## config.mk

```make
export PLATFORM = sky130hd
export DESIGN_NAME = usbh_report_arbiter
export DESIGN_NICKNAME = d
export VERILOG_FILES = /design/src/rtl/usbh_pkg.sv /design/src/rtl/usbh_port_watchdog.sv /design/src/rtl/usbh_report_arbiter.sv
export SDC_FILE = /design/constraint.sdc
export NUM_CORES = 1
export LEC_CHECK = 0
export BUFFER_PORTS_ARGS = -buffer_cell sky130_fd_sc_hd__buf_2
export CORE_AREA = 2 2 156 158
export DETAILED_ROUTE_END_ITERATION = 10
export DIE_AREA = 0 0 158 160
export PLACE_DENSITY = 0.73
export SLEW_MARGIN = 5
export SYNTH_ARGS = -nofsm -noshare
export SYNTH_HDL_FRONTEND = slang
export SYNTH_SLANG_ARGS = --single-unit
```

## constraint.sdc

```tcl
create_clock -name i_clk -period 5.38 [get_ports i_clk]
set_clock_uncertainty 0.1 [all_clocks]
set_input_delay 1.614 -clock i_clk [delete_from_list [all_inputs] [get_ports i_clk]]
set_output_delay 1.614 -clock i_clk [all_outputs]
set_load 0.01 [all_outputs]
```

## src/rtl/usbh_pkg.sv

```systemverilog
// Shared definitions for the two-port HID report arbiter: the released
// (neutral) report, report field positions and the arbiter FSM encoding.
package usbh_pkg;

  // Released report: hat centred (4'hF), all four axes centred (8'h80), no buttons.
  localparam logic [63:0] c_neutral_report = 64'hF000_0080_8080_8000;

  // Report field positions.
  localparam int unsigned c_hat_msb   = 63;
  localparam int unsigned c_hat_lsb   = 60;
  localparam int unsigned c_axis0_msb = 39;
  localparam int unsigned c_axis1_msb = 31;
  localparam int unsigned c_axis2_msb = 23;
  localparam int unsigned c_axis3_msb = 15;

  // Arbiter sequencing: grant in IDLE, hold the report in SETUP, strobe in STROBE.
  typedef enum logic [1:0] {
    ST_IDLE   = 2'd0,
    ST_SETUP  = 2'd1,
    ST_STROBE = 2'd2
  } usbh_state_e;

  // True when the report shows a centred hat and centred axes (a released stick).
  function automatic logic report_is_released(input logic [63:0] rep);
    logic released;
    released = (rep[c_hat_msb:c_hat_lsb] == 4'hF) &&
               rep[c_axis0_msb] && rep[c_axis1_msb] &&
               rep[c_axis2_msb] && rep[c_axis3_msb];
    return released;
  endfunction

endpackage

```

## src/rtl/usbh_port_watchdog.sv

```systemverilog
// Per-port silence watchdog. Counts cycles since the last report strobe,
// saturates at the terminal count, emits a single expire pulse per silence
// episode and holds the timeout level until the next real report.
module usbh_port_watchdog #(
  parameter int unsigned c_terminal = 12
) (
  input  logic i_clk,
  input  logic i_rstn,
  input  logic i_valid,
  output logic o_expire,
  output logic o_timeout
);

  localparam int unsigned c_cnt_w = (c_terminal > 32'd1) ? $clog2(c_terminal) : 1;
  // Last representable count value; the expire fires while sitting on it.
  localparam logic [c_cnt_w-1:0] c_last = c_cnt_w'(c_terminal - 32'd1);

  logic [c_cnt_w-1:0] cnt_q;
  logic [c_cnt_w-1:0] cnt_d;
  logic               timeout_q;
  logic               timeout_d;
  logic               expire_s;

  // Next-state: a real report always wins over a simultaneous expiry.
  always_comb begin
    cnt_d     = cnt_q;
    timeout_d = timeout_q;
    expire_s  = 1'b0;
    if (i_valid) begin
      cnt_d     = '0;
      timeout_d = 1'b0;
    end else if (cnt_q == c_last) begin
      if (!timeout_q) begin
        expire_s  = 1'b1;
        timeout_d = 1'b1;
      end else begin
        expire_s  = 1'b0;
      end
    end else begin
      cnt_d = cnt_q + 1'b1;
    end
  end

  // Counter and timeout flag registers.
  always_ff @(posedge i_clk or negedge i_rstn) begin
    if (!i_rstn) begin
      cnt_q     <= '0;
      timeout_q <= 1'b0;
    end else begin
      cnt_q     <= cnt_d;
      timeout_q <= timeout_d;
    end
  end

  assign o_expire  = expire_s;
  assign o_timeout = timeout_q;

endmodule

```

## src/rtl/usbh_report_arbiter.sv

```systemverilog
// Shares one HID report decoder between two USB host ports. Each port's
// report lands in a one-deep buffer; the decoder is granted round-robin and
// each granted report is held stable for c_setup cycles before a one-cycle
// latch strobe. Silent ports get a neutral report injected by a watchdog.
module usbh_report_arbiter
  import usbh_pkg::*;
#(
  parameter int unsigned c_clk_hz     = 6000000,
  parameter int unsigned c_timeout_ms = 100,
  parameter int unsigned c_setup      = 2,
  parameter logic [63:0] c_neutral    = c_neutral_report
) (
  input  logic        i_clk,
  input  logic        i_rstn,
  input  logic [63:0] i_report0,
  input  logic        i_report0_valid,
  input  logic [63:0] i_report1,
  input  logic        i_report1_valid,
  output logic [63:0] o_report,
  output logic        o_report_valid,
  output logic        o_port,
  output logic [1:0]  o_timeout,
  output logic [1:0]  o_overrun
);

  localparam int unsigned c_wd_terminal = (c_clk_hz / 32'd1000) * c_timeout_ms;
  localparam int unsigned c_cnt_w       = (c_setup > 32'd1) ? $clog2(c_setup) : 1;
  localparam logic [c_cnt_w-1:0] c_setup_init = c_cnt_w'(c_setup - 32'd1);

  // Capture side
  logic [1:0][63:0] report_in_s;
  logic [1:0]       valid_in_s;
  logic [1:0]       expire_s;
  logic [1:0][63:0] buf_q;
  logic [1:0][63:0] buf_d;
  logic [1:0]       pend_q;
  logic [1:0]       pend_d;
  logic [1:0]       ovr_q;
  logic [1:0]       ovr_d;

  // Grant / presentation side
  usbh_state_e      state_q;
  usbh_state_e      state_d;
  logic [c_cnt_w-1:0] cnt_q;
  logic [c_cnt_w-1:0] cnt_d;
  logic             rr_q;
  logic             rr_d;
  logic [63:0]      rep_q;
  logic [63:0]      rep_d;
  logic             port_q;
  logic             port_d;
  logic             strobe_q;
  logic             strobe_d;
  logic             grant_s;
  logic             gnt_port_s;
  logic [1:0]       grant_vec_s;

  assign report_in_s = {i_report1, i_report0};
  assign valid_in_s  = {i_report1_valid, i_report0_valid};

  usbh_port_watchdog #(
    .c_terminal (c_wd_terminal)
  ) u_wd0 (
    .i_clk     (i_clk),
    .i_rstn    (i_rstn),
    .i_valid   (i_report0_valid),
    .o_expire  (expire_s[0]),
    .o_timeout (o_timeout[0])
  );

  usbh_port_watchdog #(
    .c_terminal (c_wd_terminal)
  ) u_wd1 (
    .i_clk     (i_clk),
    .i_rstn    (i_rstn),
    .i_valid   (i_report1_valid),
    .o_expire  (expire_s[1]),
    .o_timeout (o_timeout[1])
  );

  // Grant decision: only in IDLE; on contention the port not served last wins.
  always_comb begin
    grant_s    = (state_q == ST_IDLE) && (pend_q != 2'b00);
    gnt_port_s = 1'b0;
    if (pend_q == 2'b11) begin
      gnt_port_s = rr_q;
    end else begin
      gnt_port_s = pend_q[1];
    end
    if (grant_s) begin
      grant_vec_s = gnt_port_s ? 2'b10 : 2'b01;
    end else begin
      grant_vec_s = 2'b00;
    end
  end

  // Buffer capture: newest report wins; a granted port re-arms pend on a new capture.
  always_comb begin
    buf_d  = buf_q;
    pend_d = pend_q;
    ovr_d  = ovr_q;
    for (int n = 0; n < 2; n++) begin
      if (grant_vec_s[n]) begin
        pend_d[n] = 1'b0;
      end else begin
        pend_d[n] = pend_q[n];
      end
      if (valid_in_s[n]) begin
        buf_d[n]  = report_in_s[n];
        pend_d[n] = 1'b1;
        if (pend_q[n] && !grant_vec_s[n]) begin
          ovr_d[n] = 1'b1;
        end else begin
          ovr_d[n] = ovr_q[n];
        end
      end else if (expire_s[n]) begin
        buf_d[n]  = c_neutral;
        pend_d[n] = 1'b1;
        if (pend_q[n] && !grant_vec_s[n]) begin
          ovr_d[n] = 1'b1;
        end else begin
          ovr_d[n] = ovr_q[n];
        end
      end else begin
        buf_d[n] = buf_q[n];
      end
    end
  end

  // Presentation FSM: grant loads the report, SETUP holds it, STROBE fires the latch.
  always_comb begin
    state_d  = state_q;
    cnt_d    = cnt_q;
    rep_d    = rep_q;
    port_d   = port_q;
    rr_d     = rr_q;
    strobe_d = 1'b0;
    case (state_q)
      ST_IDLE: begin
        if (grant_s) begin
          rep_d  = buf_q[gnt_port_s];
          port_d = gnt_port_s;
          cnt_d  = c_setup_init;
          if (c_setup == 32'd1) begin
            state_d = ST_STROBE;
          end else begin
            state_d = ST_SETUP;
          end
        end else begin
          state_d = ST_IDLE;
        end
      end
      ST_SETUP: begin
        cnt_d = cnt_q - 1'b1;
        if (cnt_q <= c_cnt_w'(1)) begin
          state_d = ST_STROBE;
        end else begin
          state_d = ST_SETUP;
        end
      end
      ST_STROBE: begin
        strobe_d = 1'b1;
        rr_d     = ~port_q;
        state_d  = ST_IDLE;
      end
      default: begin
        state_d = ST_IDLE;
      end
    endcase
  end

  // State, buffers and output registers; reset returns the neutral report.
  always_ff @(posedge i_clk or negedge i_rstn) begin
    if (!i_rstn) begin
      buf_q    <= {c_neutral, c_neutral};
      pend_q   <= 2'b00;
      ovr_q    <= 2'b00;
      state_q  <= ST_IDLE;
      cnt_q    <= '0;
      rr_q     <= 1'b0;
      rep_q    <= c_neutral;
      port_q   <= 1'b0;
      strobe_q <= 1'b0;
    end else begin
      buf_q    <= buf_d;
      pend_q   <= pend_d;
      ovr_q    <= ovr_d;
      state_q  <= state_d;
      cnt_q    <= cnt_d;
      rr_q     <= rr_d;
      rep_q    <= rep_d;
      port_q   <= port_d;
      strobe_q <= strobe_d;
    end
  end

  assign o_report       = rep_q;
  assign o_report_valid = strobe_q;
  assign o_port         = port_q;
  assign o_overrun      = ovr_q;

endmodule

```

### Word level (Yosys, flattened, before mapping)

Cells that the tools add are included.

| operators by class | value |
|---|---|
| add/subtract/negate cells | 3 |
| $lt $le $gt $ge | 2 |
| equality and inequality tests | 8 |
| muxes and demuxes | 41 |
| bitwise operators | 1 |
| reductions and logical operators | 16 |

Operators by type and width:

| cell | number |
|---|---|
| $mux 64 | 6 |
| $mux 20 | 4 |
| $add 20x1->20 const B | 2 |
| $eq 20x20->1 const B | 2 |
| $mux 1 | 26 |
| $reduce_bool 2->1 | 6 |
| $mux 2 | 3 |
| $ne 2x2->1 const B | 3 |
| $reduce_bool 3->1 | 2 |
| $eq 2x2->1 const B | 2 |
| $pmux 2 s2 | 1 |
| $reduce_and 2->1 | 2 |
| $logic_and 1x1->1 | 3 |
| $eq 2x1->1 const B | 1 |
| $logic_not 1->1 | 2 |
| $logic_not 2->1 | 1 |
| $lt 1x2->1 const B | 1 |
| $pmux 1 s2 | 1 |
| $le 1x1->1 const B | 1 |
| $not 1->1 | 1 |
| $sub 1x1->1 const B | 1 |

| storage, ports and cells | value |
|---|---|
| register bits after elaboration | 244 |
| bits of input ports | 132 |
| output and inout port bits | 70 |
| logic and storage cells | 87 |

### Logic depth before layout (Yosys ltp)

Gate-level depths: netlist (run 1).

| depth | value |
|---|---|
| word-level depth | 9 |
| mapped depth | 7 |
| depth with buffers taken out | 5 |

### Hierarchy

From an unflattened synthesis (run 1), not the netlist that was laid out.

| unflattened totals | value |
|---|---|
| cell total of the unflattened synthesis | 1044 |
| area, all modules | 10691.5 um^2 |

Modules (own cells, without submodules):

| module | instances | cells each | area an instance (um^2) | seq. area each (um^2) |
|---|---|---|---|---|
| usbh_report_arbiter | 1 | 803 | 8411.8 | 5059.9 |
| usbh_port_watchdog (u_wd1) | 1 | 123 | 1162.4 | 525.5 |
| usbh_port_watchdog (u_wd0) | 1 | 118 | 1117.3 | 525.5 |

### Worst setup path before layout (run 1)

No wires, ideal clock.

| path | value |
|---|---|
| kind | input -> register |
| start point | input port i_report1_valid |
| end point | register buf_q[100] (netlist name) |
| data arrival time | 3084 ps |
| required time | 5148 ps |
| setup slack | 2064 ps |
| stages on the path | 7 |
| buffers on the path | 4 |
| path through | clkbuf_1 > or2_2 > clkbuf_1 > nor3_1 > clkbuf_1 > clkbuf_1 > nor2_1 |

| on the way | value |
|---|---|
| cells in the longest elaborated chain, start to end | 2 |
| elaborated cells between the ends (all ways) | 3 |
| classes of those cells | mux (2); reduce/logical (1) |

RTL lines:

| element | line | source |
|---|---|---|
| start: declaration | usbh_report_arbiter.sv:18 | `input logic i_report1_valid,` |
| $mux 1 | usbh_port_watchdog.sv:29 | `if (i_valid) begin` |
| $reduce_bool 2->1 (no source line) | - |  |
| end signal: assignment | usbh_report_arbiter.sv:175 | `buf_q <= {c_neutral, c_neutral};` |
| end signal: assignment | usbh_report_arbiter.sv:185 | `buf_q <= buf_d;` |
| end: declaration | usbh_report_arbiter.sv:34 | `logic [1:0][63:0] buf_q;` |

Several ways; a longest one is shown, not always the timed one.
A chain may end at the register's enable or synchronous reset.

### Worst setup path after layout (run 1)

| path | value |
|---|---|
| start point | input port i_report1_valid |
| end point | register buf_q[121] (netlist name) |

The elaborated chain is that of the path after synthesis.

==> run_results.csv, run 1 <==
group,metric,value,unit
outcome,status,"completed",
detailed_routing,antenna_left,0,
global_routing,antenna_found_initial,6,
synthesis,synth-edff-count,0,
detailed_routing,drcViolationCount,0,
clock_network,post_cts_buffers,0,
global_routing,grt_pass1_wl,42390,um
place,dp_hpwl,16740,um
timing,setup_viol,0,
floorplanning,rows,57,
critical_path,start_kind,"input port",
synthesis,avgSynthCellArea,10.72,um2
synthesis,syn_area,10410,um2
worst_hold_path,hold_class,"reg -> reg",
timing,drv_slew,0,
power_and_ir_drop,ir_drop,0.0003637,V
floorplanning,die_y,160,um
clock_network,numCtsBuffers,26,
critical_path,rr_startpoint,"u_wd0.cnt_q[12]",
timing,fmax,292.4,MHz
synthesis,ys_seq_elements,243,
timing,grt_setup_unrepaired,"no",
global_routing,track_usage,20.84,%
clock_network,cts-hold-fix-buffers,0,
clock_network,cts_root_buf,"clkbuf_16",
synthesis,ys_warn_count,0,
synthesis,synthCells,971,
detailed_routing,routedWlPerCell,17.68,um
clock_network,cts_sinks,243,
detailed_routing,highest_layer,"met5",
critical_path,worstRegToRegCells,5,
timing,slew_headroom,27.75,%
floorplanning,pin_count,202,
synthesis,synth_fp_nets,1105,
synthesis,async_reset_ff_share,100.0,%
detailed_routing,via_count,8148,
floorplanning,die_x,158,um
timing,worstMarginPinSlew,1.084,ns
synthesis,synth.distinct_cells,52,
clock_network,clock_path_buffers,3,
power_and_ir_drop,power_density,457.5,nW/um2
detailed_routing,wl,26380,um
clock_network,clk_transition_reported_paths,0.06,ns
detailed_routing,met3_length,1915,um
global_routing,grt_max_degree,137,
clock_network,htree_levels,1,
clock_network,cts_resized,0,
power_and_ir_drop,p_leak,0.006259,uW
finish,area_growth,20.47,%
global_routing,grt_pass1_vias,7913,
place,routabilityCongestion,0.8095,
critical_path,critical_path_class,"in -> reg",
detailed_routing,vias_per_cell,5.461,
global_routing,grt.overflow.total,0,
clock_network,clkLatencyLatePin,0.54,ns
floorplanning,core,23820,um2
critical_path,setup.worst_path.end_class,"flop",
synthesis,synth_ff_type,"dfrtp_1",
worst_hold_path,whs_path_depth,1,
finish,layout.nets,1279,
floorplanning,start_util,43.69,%
detailed_routing,drt_pass1_iterations,6,
detailed_routing,met1Wirelength,11330,um
detailed_routing,first_iter_violations,991,
clock_network,cts_tree,"yes",
critical_path,critPathArrivalTime,3.73,ns
floorplanning,die-area,25280,um2
worst_hold_path,hold_end,"rr_q",
critical_path,reg2reg_setup_slack,2.66,ns
synthesis,ys_seq_area_share,58.72,%
detailed_routing,wl_met2,12540,um
worst_hold_path,min_from,"o_port",
place,portBuffers,201,
timing,hold_viol_final,0,
timing,fin_crit,3.420,ns
finish,drive_above_1_share,24.81,%
critical_path,cp_max_fo,41,
critical_path,required,5.69,ns
flow_run,maxCapViolCount,0,
timing,whs,0.3596,ns
critical_path,regToRegEndpoint,"buf_q[57]",
timing,timing.final.crit_share,63.57,%
timing,fin_tns_setup,0,ns
-- placed cells by master (no fill, tap or decap), types with 9 or more instances in the layout --
cell       synthesis  final
xnor2_1           12     12
inv_1            131    131
nor3_1            13     12
a2bb2oi_1          9      9
a222oi_1          64     64
nand4_1           12     12
dfstp_2           24     24
o21ai_0           23     22
nor2_1            93     93
a21oi_1           21     21
nand3_1           14     14
mux2i_1           64     64
buf_2              2    198
dfrtp_1          219    219
o31ai_1           58     58
nand2_1           72     72
clkbuf_16          0     26
buf_4              3     12
or3_1             13     13
-- sequential cells by signal (all words and copies together), names as in the netlist --
signal and cells:
buf_q 128, o_report 64, u_wd0.cnt_q 20, u_wd1.cnt_q 20
o_overrun 2, pend_q 2, state_q 2, o_port 1
o_report_valid 1, rr_q 1, u_wd0.o_timeout 1, u_wd1.o_timeout 1
-- report_power, final --
| group | total, uW | leakage [uW] | switching, uW | internal [uW] |
|---|---|---|---|---|
| logic | 1580 | 0.00288 | 965 | 612 |
| clock network | 1710 | 0.000415 | 731 | 980 |
| registers | 2450 | 0.00296 | 222 | 2230 |
| total | 5740 | 0.00626 | 1920 | 3820 |
-- critical path, stage by stage --
cell	delay, ns
buf_4	0.28
or2_2	0.49
nor3_2	0.87
buf_4	0.36
nor2_1	0.07
-- cells by family (layout without fill, tap and decap cells) --
group | count (synthesis) | count (layout) | share of synthesized area (%)
simple gates | 254 | 254 | 11.45
flops | 243 | 243 | 58.72
mux | 65 | 65 | 6.263
other cells | 0 | 3 | 0
buf+inv | 199 | 393 | 7.526
xor+xnor | 13 | 13 | 1.094
compound gates | 195 | 195 | 14.72
fa+ha+maj | 2 | 2 | 0.2404
-- Yosys cell counts, types with 2 or more instances --
cell | instances | area [um2]
o21ai_0 | 23 | 115.1
and3_1 | 4 | 25.02
a21oi_1 | 21 | 105.1
buf_6 | 3 | 33.78
xnor2_1 | 12 | 105.1
buf_4 | 3 | 22.52
a211oi_1 | 2 | 15.01
nand3_1 | 14 | 70.07
or4_1 | 5 | 37.54
nor2_1 | 93 | 349.1
nand4_1 | 12 | 75.07
nor2b_1 | 3 | 18.77
mux2i_1 | 64 | 640.6
dfrtp_1 | 219 | 5480
a31oi_1 | 5 | 31.28
and4_1 | 3 | 26.28
nand2_1 | 72 | 270.3
buf_2 | 2 | 10.01
inv_1 | 131 | 491.7
o211ai_1 | 2 | 15.01
nor4_1 | 7 | 43.79
or3_1 | 13 | 81.33
a222oi_1 | 64 | 640.6
nor3_1 | 13 | 65.06
o31ai_1 | 58 | 435.4
o21bai_1 | 2 | 15.01
a2bb2oi_1 | 9 | 78.83
nand2b_1 | 6 | 37.54
ha_1 | 2 | 25.02
dfstp_2 | 24 | 630.6
clkbuf_1 | 58 | 217.7
buf_1 | 2 | 7.510
-- layout make-up --
type	count	area, um2
clock buffers	39	759.5
clock inverters	9	70.07
inverters	131	491.7
repair buffers	214	1156
flip-flops and latches	243	6111
multi-input cells	529	3537
well taps	324	405.4
fillers	2145	11280
diodes	3	7.507
-- per-layer routing --
layer / up-vias / GRT usage (%)
li1: 3781 / -
met1: 4013 / 29.21
met2: 297 / 32.81
met3: 51 / 4.532
met4: 6 / 5.938
met5: - / 0
-- per-stage QoR --
| step | instances | power (uW) | area (um2) | utilization (%) | setup slack, ns |
|---|---|---|---|---|---|
| 2_1_floorplan | 971 | 3390 | 10410 | - | 2.064 |
| 3_3_place_gp | 1441 | 4009 | 11700 | 49.12 | 1.467 |
| 3_5_place_dp | 1441 | 4050 | 11700 | 49.12 | 1.388 |
| 4_1_cts | 1489 | 5783 | 12530 | 52.61 | 1.945 |
| 5_1_grt | 1491 | 6074 | 12540 | 52.63 | 1.877 |
| 6_report | 1492 | 5737 | 12540 | 52.64 | 1.960 |
-- worst max path at each step --
stage,slack (ns),from,to,cells after the start
2_1_floorplan,2.06,i_report1_valid,buf_q[100],7
3_3_place_gp,1.47,i_report1_valid,buf_q[122],5
3_5_place_dp,1.39,i_report1_valid,buf_q[69],5
4_1_cts,1.95,i_report1_valid,buf_q[66],5
5_1_grt,1.88,i_report1_valid,buf_q[121],5
6_report,1.96,i_report1_valid,buf_q[121],5
No activity file was read; power rests on OpenSTA's default activity.
==> inputs of run 2 (changes only) <==
--- a/config.mk
+++ b/config.mk
@@ -5,10 +5,11 @@
 export SDC_FILE = /design/constraint.sdc
 export NUM_CORES = 1
 export LEC_CHECK = 0
+export ABC_AREA = 1
 export BUFFER_PORTS_ARGS = -buffer_cell sky130_fd_sc_hd__buf_2
-export CORE_AREA = 2 2 156 158
+export CORE_AREA = 2 2 158 160
 export DETAILED_ROUTE_END_ITERATION = 10
-export DIE_AREA = 0 0 158 160
+export DIE_AREA = 0 0 160 162
 export PLACE_DENSITY = 0.73
 export SLEW_MARGIN = 5
 export SYNTH_ARGS = -nofsm -noshare
==> constraint.sdc (replaced) <==
create_clock -name i_clk -period 3.44 [get_ports i_clk]
set_clock_uncertainty 0.1 [all_clocks]
set_input_delay 1.032 -clock i_clk [delete_from_list [all_inputs] [get_ports i_clk]]
set_output_delay 1.032 -clock i_clk [all_outputs]
set_load 0.01 [all_outputs]
==> run_results.csv, run 2 <==
group,metric,value,unit
outcome,status,"completed",
power_and_ir_drop,p_total,8868,uW
clock_network,cts_tree,"yes",
clock_network,cts_sinks,243,
finish,layout_commonest_cell,"nand2_1",
synthesis,synth-edff-count,0,
timing,setup_viol,0,
finish,final_cell_mix,"nand2_1 (489), dfrtp_1 (219), buf_2 (200), nand3_1 (196), nor2_1 (82)",
timing,hold_viol_final,0,
clock_network,numCtsBuffers,26,
critical_path,cp_max_fo,65,
finish,area_growth,18.99,%
critical_path,critical_path_class,"reg -> reg",
floorplanning,pin_count,202,
global_routing,grt.overflow.total,0,
place,routabilityCongestion,0.9025,
timing,timing.final.crit_share,74.62,%
finish,final_cell_area,12860,um2
synthesis,avgSynthCellArea,8.528,um2
critical_path,worstRegToRegCells,8,
clock_network,clock_path_buffers,3,
finish,postLayoutCoreUtil,53.34,%
timing,drv_slew,0,
timing,whs,0.3460,ns
global_routing,grt_pass1_wl,46460,um
timing,fin_tns_setup,0,ns
detailed_routing,antenna_left,0,
critical_path,start_kind,"flop",
flow_run,maxCapViolCount,0,
synthesis,ys_seq_area_share,56.55,%
critical_path,critPathBufInv,1,
critical_path,critPathSlowestCell,"nand3_4",
synthesis,ys_warn_count,0,
synthesis,synthTopCellsByArea,"dfrtp_1 (51%), nand2_1 (17%), nand3_1 (9.2%)",
finish,layout.nets,1578,
detailed_routing,routedWlPerCell,15.99,um
floorplanning,die_y,162,um
worst_hold_path,hold_end,"state_q[1]",
global_routing,track_usage,22.11,%
clock_network,cts_resized,0,
timing,worstMarginPinSlew,1.048,ns
clock_network,cts-hold-fix-buffers,0,
critical_path,required,3.74,ns
global_routing,grt_max_degree,79,
floorplanning,core,24110,um2
clock_network,post_cts_buffers,0,
power_and_ir_drop,ir_drop,0.0005522,V
worst_hold_path,min_from,"state_q[1]",
synthesis,ys_seq_elements,243,
place,dp_hpwl,18240,um
power_and_ir_drop,power_density,689.7,nW/um2
place,place_area,12060,um2
global_routing,antenna_found_initial,1,
synthesis,async_reset_ff_share,100.0,%
synthesis,synth_fp_nets,1401,
critical_path,reg2reg_setup_slack,0.87,ns
finish,largest_reg_flops,128,
detailed_routing,first_iter_violations,699,
finish,largest-register,"buf_q",
critical_path,regToRegEndpoint,"buf_q[42]",
timing,fmax,389.6,MHz
synthesis,synth_ff_type,"dfrtp_1",
worst_hold_path,hold_class,"reg -> reg",
critical_path,critPathTopFamily,"simple AND/OR/NAND/NOR gates",
floorplanning,die_x,160,um
synthesis,synth_top_cell_by_area,"dfrtp_1",
detailed_routing,drt_pass1_iterations,5,
floorplanning,start_util,44.83,%
detailed_routing,wl,28600,um
detailed_routing,drcViolationCount,0,
synthesis,yosysTopAreaCellShare,50.72,%
floorplanning,rows,57,
synthesis,synth_commonest_cells,"nand2_1 (489), dfrtp_1 (219), nand3_1 (198), nor2_1 (83), inv_1 (46)",
critical_path,rr_startpoint,"u_wd0.cnt_q[0]",
finish,nFillCells,2274,
finish,drive_above_1_share,23.03,%
critical_path,crit_chain,"ha_1 -> nand3_2 -> inv_2 -> nand2_1 -> nor2_1 -> nand3_4 -> nand3_1 -> nand2_1",
global_routing,grt_pass1_vias,9021,
synthesis,synth.distinct_cells,29,
critical_path,critPathArrivalTime,2.87,ns
worst_hold_path,whs_path_depth,1,
clock_network,clk_transition_reported_paths,0.06,ns
critical_path,cpMostUsedCell,"nand2_1",
clock_network,clkLatencyLatePin,0.54,ns
detailed_routing,vias_per_cell,5.143,
critical_path,max_stage_delay,0.81,ns
critical_path,setup.worst_path.end_class,"flop",
timing,fin_crit,2.567,ns
synthesis,yosysMostFrequentCell,"nand2_1",
detailed_routing,via_count,9196,
synthesis,syn_area,10810,um2
timing,grt_setup_unrepaired,"no",
synthesis,synthCells,1267,
clock_network,cts_root_buf,"clkbuf_16",
clock_network,htree_levels,1,
place,portBuffers,201,
floorplanning,die-area,25920,um2
power_and_ir_drop,p_leak,0.006639,uW
timing,slew_headroom,30.14,%
[run 2: layer usage]
metal	vias to the layer above	wire length, um	GRT usage (%)
met3	36	1398	2.835
met4	0	481	5.364
met1	4485	12840	30.65
met2	251	13880	37.33
met5	-	0	0
li1	4424	-	-
[run 2: worst max-delay path by stage]
| stage | start | endpoint | slack (ns) | cells after the start |
|---|---|---|---|---|
| after floorplan | i_report1_valid | buf_q[123] | 1.43 | 6 |
| after global placement | u_wd0.cnt_q[0] | buf_q[29] | 1.01 | 8 |
| after detailed placement | u_wd0.cnt_q[0] | buf_q[30] | 0.90 | 8 |
| after CTS | u_wd0.cnt_q[0] | buf_q[30] | 0.88 | 8 |
| after global routing | u_wd0.cnt_q[0] | buf_q[40] | 0.66 | 8 |
| final | u_wd0.cnt_q[0] | buf_q[42] | 0.87 | 8 |
[run 2: worst register-to-register path, delay by kind of cell (launching register included)]
| family | cells | cell delay (ns) |
|---|---|---|
| buffers and inverters | 1 | 0.11 |
| adder cells (fa/ha/maj) | 1 | 0.22 |
| AND/OR/NAND/NOR | 6 | 1.60 |
| flip-flops | 1 | 0.41 |
[run 2: stage by stage]
step / std cells / setup slack, ns
detailed placement: 1740 / 0.8952
finish: 1788 / 0.8729
global placement: 1740 / 1.007
floorplan: 1267 / 1.426
global route: 1788 / 0.6589
CTS: 1787 / 0.8769
[run 2: report_power, final]
part / total [uW] / switching, uW / internal [uW]
logic: 2450 / 1580 / 869
registers: 3780 / 318 / 3470
clock network: 2630 / 1130 / 1510
total: 8870 / 3030 / 5840
[run 2: logic make-up (layout without fill, tap and decap cells)]
logic type                 Yosys count  in the layout  synth area share [%]
AOI/OAI and AO/OA                   56             56                 3.173
DFF                                243            243                 56.55
and+or+nand+nor                    835            835                 33.70
adders and majority gates            2              2                0.2316
buffers and inverters              121            317                 5.535
other                                0              1                     0
xor gates and xnor gates            10             10                0.8106
[run 2: cell type report]
class                   count  area (um2)  area share [%]
flip-flops and latches    243        6111           47.53
multi-input cells         903        4139           32.19
repair buffers            221        1216           9.459
clock buffers              41       757.0           5.888
well taps                 324       405.4           3.153
inverters                  49       185.2           1.440
clock inverters             6       41.29          0.3211
diodes                      1       2.502         0.01946
==> inputs of run 3 (changes only) <==
==> constraint.sdc (replaced) <==
create_clock -name i_clk -period 2.58 [get_ports i_clk]
set_clock_uncertainty 0.1 [all_clocks]
set_input_delay 0.774 -clock i_clk [delete_from_list [all_inputs] [get_ports i_clk]]
set_output_delay 0.774 -clock i_clk [all_outputs]
set_load 0.01 [all_outputs]
==> run_results.csv, run 3 (synthesized netlist as in run 2, its figures left out) <==
group,metric,value,unit
outcome,status,"completed",
finish,area_growth,21.17,%
timing,fin_crit,2.130,ns
clock_network,post_cts_buffers,0,
floorplanning,core,24110,um2
global_routing,grt_use_met3,4.341,%
floorplanning,die_y,162,um
finish,layout.nets,1588,
finish,drive_above_1_share,24.02,%
timing,timing.final.crit_share,82.56,%
finish,nFillCells,2223,
detailed_routing,wl,29270,um
global_routing,track_usage,22.43,%
floorplanning,die_x,160,um
critical_path,required,2.90,ns
critical_path,start_kind,"flop",
timing,slew_headroom,47.69,%
clock_network,htree_levels,1,
floorplanning,die-area,25920,um2
timing,setup_viol,0,
finish,seq_area,6111,um2
detailed_routing,via_count,9300,
detailed_routing,vias_per_cell,5.167,
clock_network,clock_path_buffers,3,
detailed_routing,antenna_left,0,
global_routing,globalRouteMet1Util,30.37,%
global_routing,busiest_layer,"met2",
flow_run,maxCapViolCount,0,
detailed_routing,drcViolationCount,0,
global_routing,grt_use_met2,37.13,%
global_routing,grt_pass1_wl,47290,um
clock_network,cts_sinks,243,
critical_path,cp_max_fo,30,
place,routabilityCongestion,0.8765,
global_routing,grt_pass1_vias,9283,
clock_network,cts_root_buf,"clkbuf_16",
finish,final_cell_mix,"nand2_1 (489), dfrtp_1 (219), buf_2 (200), nand3_1 (196), nor2_1 (82)",
finish,largest_reg_flops,128,
floorplanning,start_util,44.83,%
finish,largest-register,"buf_q",
power_and_ir_drop,power_density,928.7,nW/um2
clock_network,numCtsBuffers,27,
clock_network,clk_transition_reported_paths,0.06,ns
place,portBuffers,201,
detailed_routing,drt_pass1_iterations,5,
clock_network,clkLatencyLatePin,0.54,ns
critical_path,reg2reg_setup_slack,0.45,ns
finish,multi_input_area,4139,um2
floorplanning,rows,57,
place,dp.cells,1749,
timing,fin_tns_setup,0,ns
global_routing,grt.overflow.total,0,
clock_network,cts_tree,"yes",
worst_hold_path,hold_class,"in -> async",
power_and_ir_drop,p_leak,0.006768,uW
power_and_ir_drop,ir_drop,0.0005027,V
finish,layout_commonest_cell,"nand2_1",
clock_network,cts_resized,0,
timing,fmax,469.5,MHz
finish,fin_cells,1800,
critical_path,critPathArrivalTime,2.45,ns
global_routing,antenna_found_initial,1,
detailed_routing,routedWlPerCell,16.26,um
critical_path,critical_path_class,"reg -> reg",
floorplanning,pin_count,202,
timing,drv_slew,0,
timing,worstMarginPinSlew,0.7846,ns
place,dp_hpwl,19200,um
clock_network,cts-hold-fix-buffers,0,
detailed_routing,first_iter_violations,755,
timing,hold_viol_final,0,
critical_path,setup.worst_path.end_class,"flop",
timing,grt_setup_unrepaired,"no",
global_routing,grt_max_degree,75,
-- run 3: cell count changes in the layout (fill, tap and decap cells not counted), sizes merged --
| cell | previous run | this run |
|---|---|---|
| buf | 221 | 230 |
| inv | 48 | 49 |
| bufinv | 0 | 1 |
| diode | 1 | 2 |
| clkinv | 7 | 8 |
| clkbuf | 41 | 40 |
-- run 3: layout make-up --
cell class,count,area share (%)
multi-input cells,903,31.61
clock inverters,9,0.5638
repair buffers,230,10.38
diodes,2,0.03823
inverters,49,1.414
well taps,324,3.096
clock buffers,40,6.221
flip-flops and latches,243,46.67
-- run 3: path summary, 6_finish.rpt --
| check | startpoint | end | depth (start not counted) |
|---|---|---|---|
| setup reg to reg | u_wd1.cnt_q[0] | buf_q[84] | 9 |
| max in group asynchronous | i_rstn | o_report[61] | 2 |
| hold reg to reg | state_q[1] | state_q[1] | 1 |
| min in group i_clk | i_report0[0] | buf_q[0] | 3 |
| hold / removal | i_rstn | buf_q[8] | 1 |
| setup / recovery | u_wd1.cnt_q[0] | buf_q[84] | 9 |
-- run 3: where the power goes --
group	switching (uW)	internal, uW
Sequential	435	4620
Combinational	2110	1180
Clock	1550	2270
Total	4090	8070
-- run 3: critical path, cell delays in order, from the launching register on --
cell	delay [ns]
dfrtp_1	0.39
ha_1	0.22
nand3_2	0.12
inv_2	0.11
nand2_1	0.07
nor2_1	0.12
nand3_2	0.38
buf_12	0.35
nand3_1	0.08
nand2_1	0.06
-- run 3: routing by layer --
metal	wire length, um	vias to the layer above
li1	-	4445
met1	12590	4467
met2	13930	335
met5	0	-
met3	2143	53
met4	612	0
-- run 3: per-stage QoR --
step	worst slack (ns)	utilization (%)	area (um2)	hold WS, ns	power (uW)
global placement	0.4615	50.61	12200	0.3365	8321
CTS	0.4533	54.29	13090	0.1285	12260
global route	0.2876	54.30	13090	0.1409	12850
detailed placement	0.4510	50.61	12200	0.3583	8428
finish	0.4500	54.31	13090	0.1099	12160
floorplan	0.8235	-	10810	0.3216	6997
